[config.mk]
export PLATFORM = sky130hd
export DESIGN_NAME = wash_ctrl_param
export DESIGN_NICKNAME = d
export VERILOG_FILES = /design/src/rtl/wash_ctrl_param.sv
export SDC_FILE = /design/constraint.sdc
export NUM_CORES = 1
export LEC_CHECK = 0
export CAP_MARGIN = 20
export CORE_MARGIN = 4
export CORE_UTILIZATION = 54
export CTS_BUF_LIST = sky130_fd_sc_hd__clkbuf_8
export DETAILED_ROUTE_END_ITERATION = 8
export HOLD_SLACK_MARGIN = 0.08
export PLACE_DENSITY = 0.95
export SYNTH_ARGS = -nofsm -noshare
export SYNTH_HDL_FRONTEND = slang
export SYNTH_SLANG_ARGS = --single-unit
[constraint.sdc]
create_clock -name clk -period 2.4 [get_ports clk]
set_input_delay 0.36 -clock clk [delete_from_list [all_inputs] [get_ports clk]]
set_output_delay 0.36 -clock clk [all_outputs]
set_load 0.005 [all_outputs]
[src/rtl/wash_ctrl_param.sv]
// wash_ctrl_param
//   Parametrised washing-machine sequencer:
//   Standby -> Fill -> [Soak] -> Wash -> {Fill -> Rinse} x RINSE_CNT -> Spin -> Standby.
//   Each phase lasts exactly its *_T cycles. Running time is frozen while pause
//   or door_open is high. The door stays locked whenever a cycle is running.
//
//   Build option: define WASH_SOAK_EN to insert a Soak phase (mode 5, SOAK_T
//   cycles) between the first Fill and Wash. Without it no Soak logic exists.
//
// Ports
//   clk         in   1      rising-edge clock
//   rst         in   1      synchronous reset, active-low
//   start       in   1      begin a cycle (Standby only, door must be closed)
//   pause       in   1      level; holds the running phase
//   door_open   in   1      door sensor, 1 = open; also holds the running phase
//   mode        out  3      0 Standby, 1 Fill, 2 Rinse, 3 Wash, 4 Spin, 5 Soak
//   phase_left  out  CNT_W  cycles left in current phase minus 1; 0 in Standby
//   rinse_idx   out  3      rinse pair in progress (1..RINSE_CNT), else 0
//   busy        out  1      mode != Standby
//   paused      out  1      running but held by pause/door_open
//   door_lock   out  1      same as busy
//   done        out  1      one-cycle pulse after Spin -> Standby
module wash_ctrl_param #(
    parameter int unsigned CNT_W     = 8,
    parameter int unsigned FILL_T    = 4,
    parameter int unsigned WASH_T    = 8,
    parameter int unsigned RINSE_T   = 6,
    parameter int unsigned SPIN_T    = 5,
    parameter int unsigned RINSE_CNT = 2,
    parameter int unsigned SOAK_T    = 10
) (
    input  logic             clk,
    input  logic             rst,
    input  logic             start,
    input  logic             pause,
    input  logic             door_open,
    output logic [2:0]       mode,
    output logic [CNT_W-1:0] phase_left,
    output logic [2:0]       rinse_idx,
    output logic             busy,
    output logic             paused,
    output logic             door_lock,
    output logic             done
);

    localparam int unsigned MAX_T = (1 << CNT_W) - 1;

    // Parameter sanity: a bad duration stops elaboration instead of silently wrapping.
    if (FILL_T < 1 || FILL_T > MAX_T || WASH_T < 1 || WASH_T > MAX_T ||
        RINSE_T < 1 || RINSE_T > MAX_T || SPIN_T < 1 || SPIN_T > MAX_T ||
        SOAK_T < 1 || SOAK_T > MAX_T || RINSE_CNT > 7) begin : g_bad_param
        $error("wash_ctrl_param: parameter out of range");
    end

    localparam logic [CNT_W-1:0] FILL_L  = CNT_W'(FILL_T - 1);
    localparam logic [CNT_W-1:0] WASH_L  = CNT_W'(WASH_T - 1);
    localparam logic [CNT_W-1:0] RINSE_L = CNT_W'(RINSE_T - 1);
    localparam logic [CNT_W-1:0] SPIN_L  = CNT_W'(SPIN_T - 1);
`ifdef WASH_SOAK_EN
    localparam logic [CNT_W-1:0] SOAK_L  = CNT_W'(SOAK_T - 1);
`endif
    localparam logic [2:0]       RC      = 3'(RINSE_CNT);

    typedef enum logic [2:0] {
        ST_IDLE  = 3'd0,
        ST_FILL  = 3'd1,
        ST_RINSE = 3'd2,
        ST_WASH  = 3'd3,
        ST_SPIN  = 3'd4,
        ST_SOAK  = 3'd5
    } state_t;

    state_t state;

    assign mode      = state;
    assign busy      = (state != ST_IDLE);
    assign door_lock = busy;

    always_ff @(posedge clk) begin
        if (!rst) begin
            state      <= ST_IDLE;
            phase_left <= '0;
            rinse_idx  <= '0;
            paused     <= 1'b0;
            done       <= 1'b0;
        end else begin
            done   <= 1'b0;
            paused <= 1'b0;
            if (state == ST_IDLE) begin
                if (start && !door_open) begin
                    state      <= ST_FILL;
                    phase_left <= FILL_L;
                end
            end else if (pause || door_open) begin
                paused <= 1'b1;
            end else if (phase_left != '0) begin
                phase_left <= phase_left - CNT_W'(1);
            end else begin
                case (state)
                    // rinse_idx == 0 marks the initial fill; otherwise it feeds a rinse.
                    ST_FILL: begin
                        if (rinse_idx == '0) begin
`ifdef WASH_SOAK_EN
                            state      <= ST_SOAK;
                            phase_left <= SOAK_L;
`else
                            state      <= ST_WASH;
                            phase_left <= WASH_L;
`endif
                        end else begin
                            state      <= ST_RINSE;
                            phase_left <= RINSE_L;
                        end
                    end
`ifdef WASH_SOAK_EN
                    ST_SOAK: begin
                        state      <= ST_WASH;
                        phase_left <= WASH_L;
                    end
`endif
                    ST_WASH: begin
                        if (RC == '0) begin
                            state      <= ST_SPIN;
                            phase_left <= SPIN_L;
                        end else begin
                            state      <= ST_FILL;
                            phase_left <= FILL_L;
                            rinse_idx  <= rinse_idx + 3'd1;
                        end
                    end
                    ST_RINSE: begin
                        if (rinse_idx < RC) begin
                            state      <= ST_FILL;
                            phase_left <= FILL_L;
                            rinse_idx  <= rinse_idx + 3'd1;
                        end else begin
                            state      <= ST_SPIN;
                            phase_left <= SPIN_L;
                            rinse_idx  <= '0;
                        end
                    end
                    ST_SPIN: begin
                        state      <= ST_IDLE;
                        phase_left <= '0;
                        rinse_idx  <= '0;
                        done       <= 1'b1;
                    end
                    default: begin
                        state      <= ST_IDLE;
                        phase_left <= '0;
                        rinse_idx  <= '0;
                    end
                endcase
            end
        end
    end

endmodule

==> impl_metrics.tcl <==
set metrics [dict create \
    cts_setup_buffers 0 \
    cap_viol_max_count 0 \
    routabilityCongestion 0.8592 \
    min_path_type "flop to flop" \
    ant_nets 0 \
    finalSetupViolCount 0 \
    post_drt_wl_per_cell_um 14.95 \
    routed_wl_um 2362 \
    path_max_fanout 11 \
    synth_area_leaders "dfxtp_1, nand2_1, ha_1, nand4_1, inv_1" \
    power_w 0.0006853 \
    cts_resized 0 \
    synth_edf_count 0 \
    met1_length_um 1046 \
    highest_layer "met4" \
    synth-main-ff-cell "dfxtp_1" \
    firstDrtPassIters 4 \
    endpoint_kind "primary output" \
    hold_violations 0 \
    holdWs_ps 520.3 \
    drv_slew 0 \
    diodes 0 \
    synth_top_area_cell "dfxtp_1" \
    layout_commonest_cell "clkdlybuf4s50_1" \
    dieArea_mm2 0.002524 \
    period_minus_slack_ps 2067 \
    finalNetCount 142 \
    die_w_um 50.24 \
    hold_depth 2 \
    final_cell_mix "clkdlybuf4s50_1, dfxtp_1, nand2_1, inv_1, nor2_1" \
    nFillCells 122 \
    routed-wl-met2_um 1110 \
    synthCells 112 \
    htreeDepth 1 \
    drive_gt1_frac 0.1203 \
    grt_use_total 0.1951 \
    ys_ff_latch 16 \
    timing.slew.headroom 0.6380 \
    finalCritPeriodShare 0.8613 \
    io_buffers 22 \
    ir_worst_vdd_mv 0.3249 \
    fin_setup_tns_ps 0 \
    r2r_cells 6 \
    clock_sinks 16 \
    drtIter0Drc 32 \
    status "finished clean" \
    grt_setup_unrepaired "no" \
    cts.reportedPaths.clkPinSlew_ps 60 \
    dp_hpwl_um 1704 \
    syn2layout_area_growth_pct 28.83 \
    worstSetupPathType "flop to primary output" \
    root_buffer "clkbuf_8" \
    numCtsBuffers 3 \
    cts_tree "built" \
    clock.fmax_mhz 483.8 \
    max_slew.worst_pin.slew_ps 540.1 \
    io_pins 23 \
    pwr_density_cell_mw_per_mm2 552.2 \
    coreArea_mm2 0.001708 \
    grt_max_degree 17 \
    grt_pass1_wl_um 3857 \
    p_leak_nw 0.4753 \
    die_h_um 50.24 \
    hold_buffers 0 \
    syn-num-nets 120 \
    antenna_found_initial 0 \
    cp.arrival_ps 1710 \
    wl_met3_um 144 \
    synth_top_area_frac 0.3325 \
    yosys_warnings 0 \
    synthArstFlopShare 0 \
    startpoint_type "flop" \
    viasPerCell 6.057 \
    vias 957 \
    rows 15 \
    start_util 0.5641 \
    required_ps 2040 \
    fin_worst_skew_ps 1.183 \
    syn-cell-area_um2 963.4 \
    synth-seq-area-share 0.3325 \
    drcViolationCount 0 \
    ys_types 49 \
    cts_max_path_buffers 2 \
    grt_pass1_vias 884 \
    avgSynthCellArea_um2 8.602 \
    clk-insertion-delay-late_ps 250 \
    overflow 0 \
]
## Yosys cell counts, types with 2 or more instances
cell type and instances:
inv_1 7, or3_1 3, nand3b_1 2, dfxtp_1 16
a211o_1 2, ha_1 3, o211a_1 2, nor3_1 4
o2111ai_1 2, nand4_1 5, a21oi_1 2, nor2_1 6
buf_2 2, clkbuf_1 2, nand3_1 4, nand2_1 13
o21ai_0 5
## final cells by class
cell class                      instances  area, µm²  share of cell area
Inverter                                7      26.28             0.02117
Multi-Input combinational cell         83      580.6              0.4677
Timing Repair Buffer                   23      227.7              0.1835
Sequential cell                        16      320.3              0.2581
Clock buffer                            4      55.05             0.04435
Tap cell                               25      31.28             0.02520
## state kept, by name, summed over array words and instances (netlist names)
| name | count |
|---|---|
| paused | 1 |
| mode | 3 |
| rinse_idx | 3 |
| phase_left | 8 |
| done | 1 |
## worst max-delay path: stages, from the launching register on
cell and delay (ps):
dfxtp_1 410, nor3_1 420, inv_1 150, clkdlybuf4s50_1 470
## routing by layer
metal | up-vias | global-route usage
met5 | - | 0
met4 | 0 | 0.1382
met3 | 8 | 0.03561
met2 | 42 | 0.2957
met1 | 450 | 0.2464
li1 | 457 | -
## worst paths after layout
kind,startpoint,end,slack (ps)
max reg2reg,phase_left[0],mode[2],430
max,mode[0],door_lock,330
min reg2reg,rinse_idx[0],rinse_idx[0],520
min,rinse_idx[0],rinse_idx[0],520
## per-stage QoR
step | area (µm²) | setup WS (ps) | cells | utilization
finish | 1241 | 332.8 | 158 | 0.7267
global placement | 1186 | 483.1 | 154 | 0.6945
floorplan | 963.4 | 734.1 | 112 | -
global route | 1241 | 183.3 | 158 | 0.7267
CTS | 1241 | 334.4 | 158 | 0.7267
detailed placement | 1186 | 404.4 | 154 | 0.6945
## where the power goes
| part | switching (W) | internal (W) |
|---|---|---|
| combinational | 0.0000752 | 0.0000756 |
| clock | 0.0000949 | 0.000145 |
| sequential | 0.0000180 | 0.000276 |
## cell families (layout without fill, tap and decap cells)
logic type,after synthesis,count (layout),share of synthesized area
simple gates,52,52,0.3312
fa+ha+maj,3,3,0.03897
compound gates,27,27,0.2234
xor+xnor,1,1,0.009093
flops,16,16,0.3325
buf+inv,13,34,0.06495
Note: power is estimated with default switching activity, not from simulation.
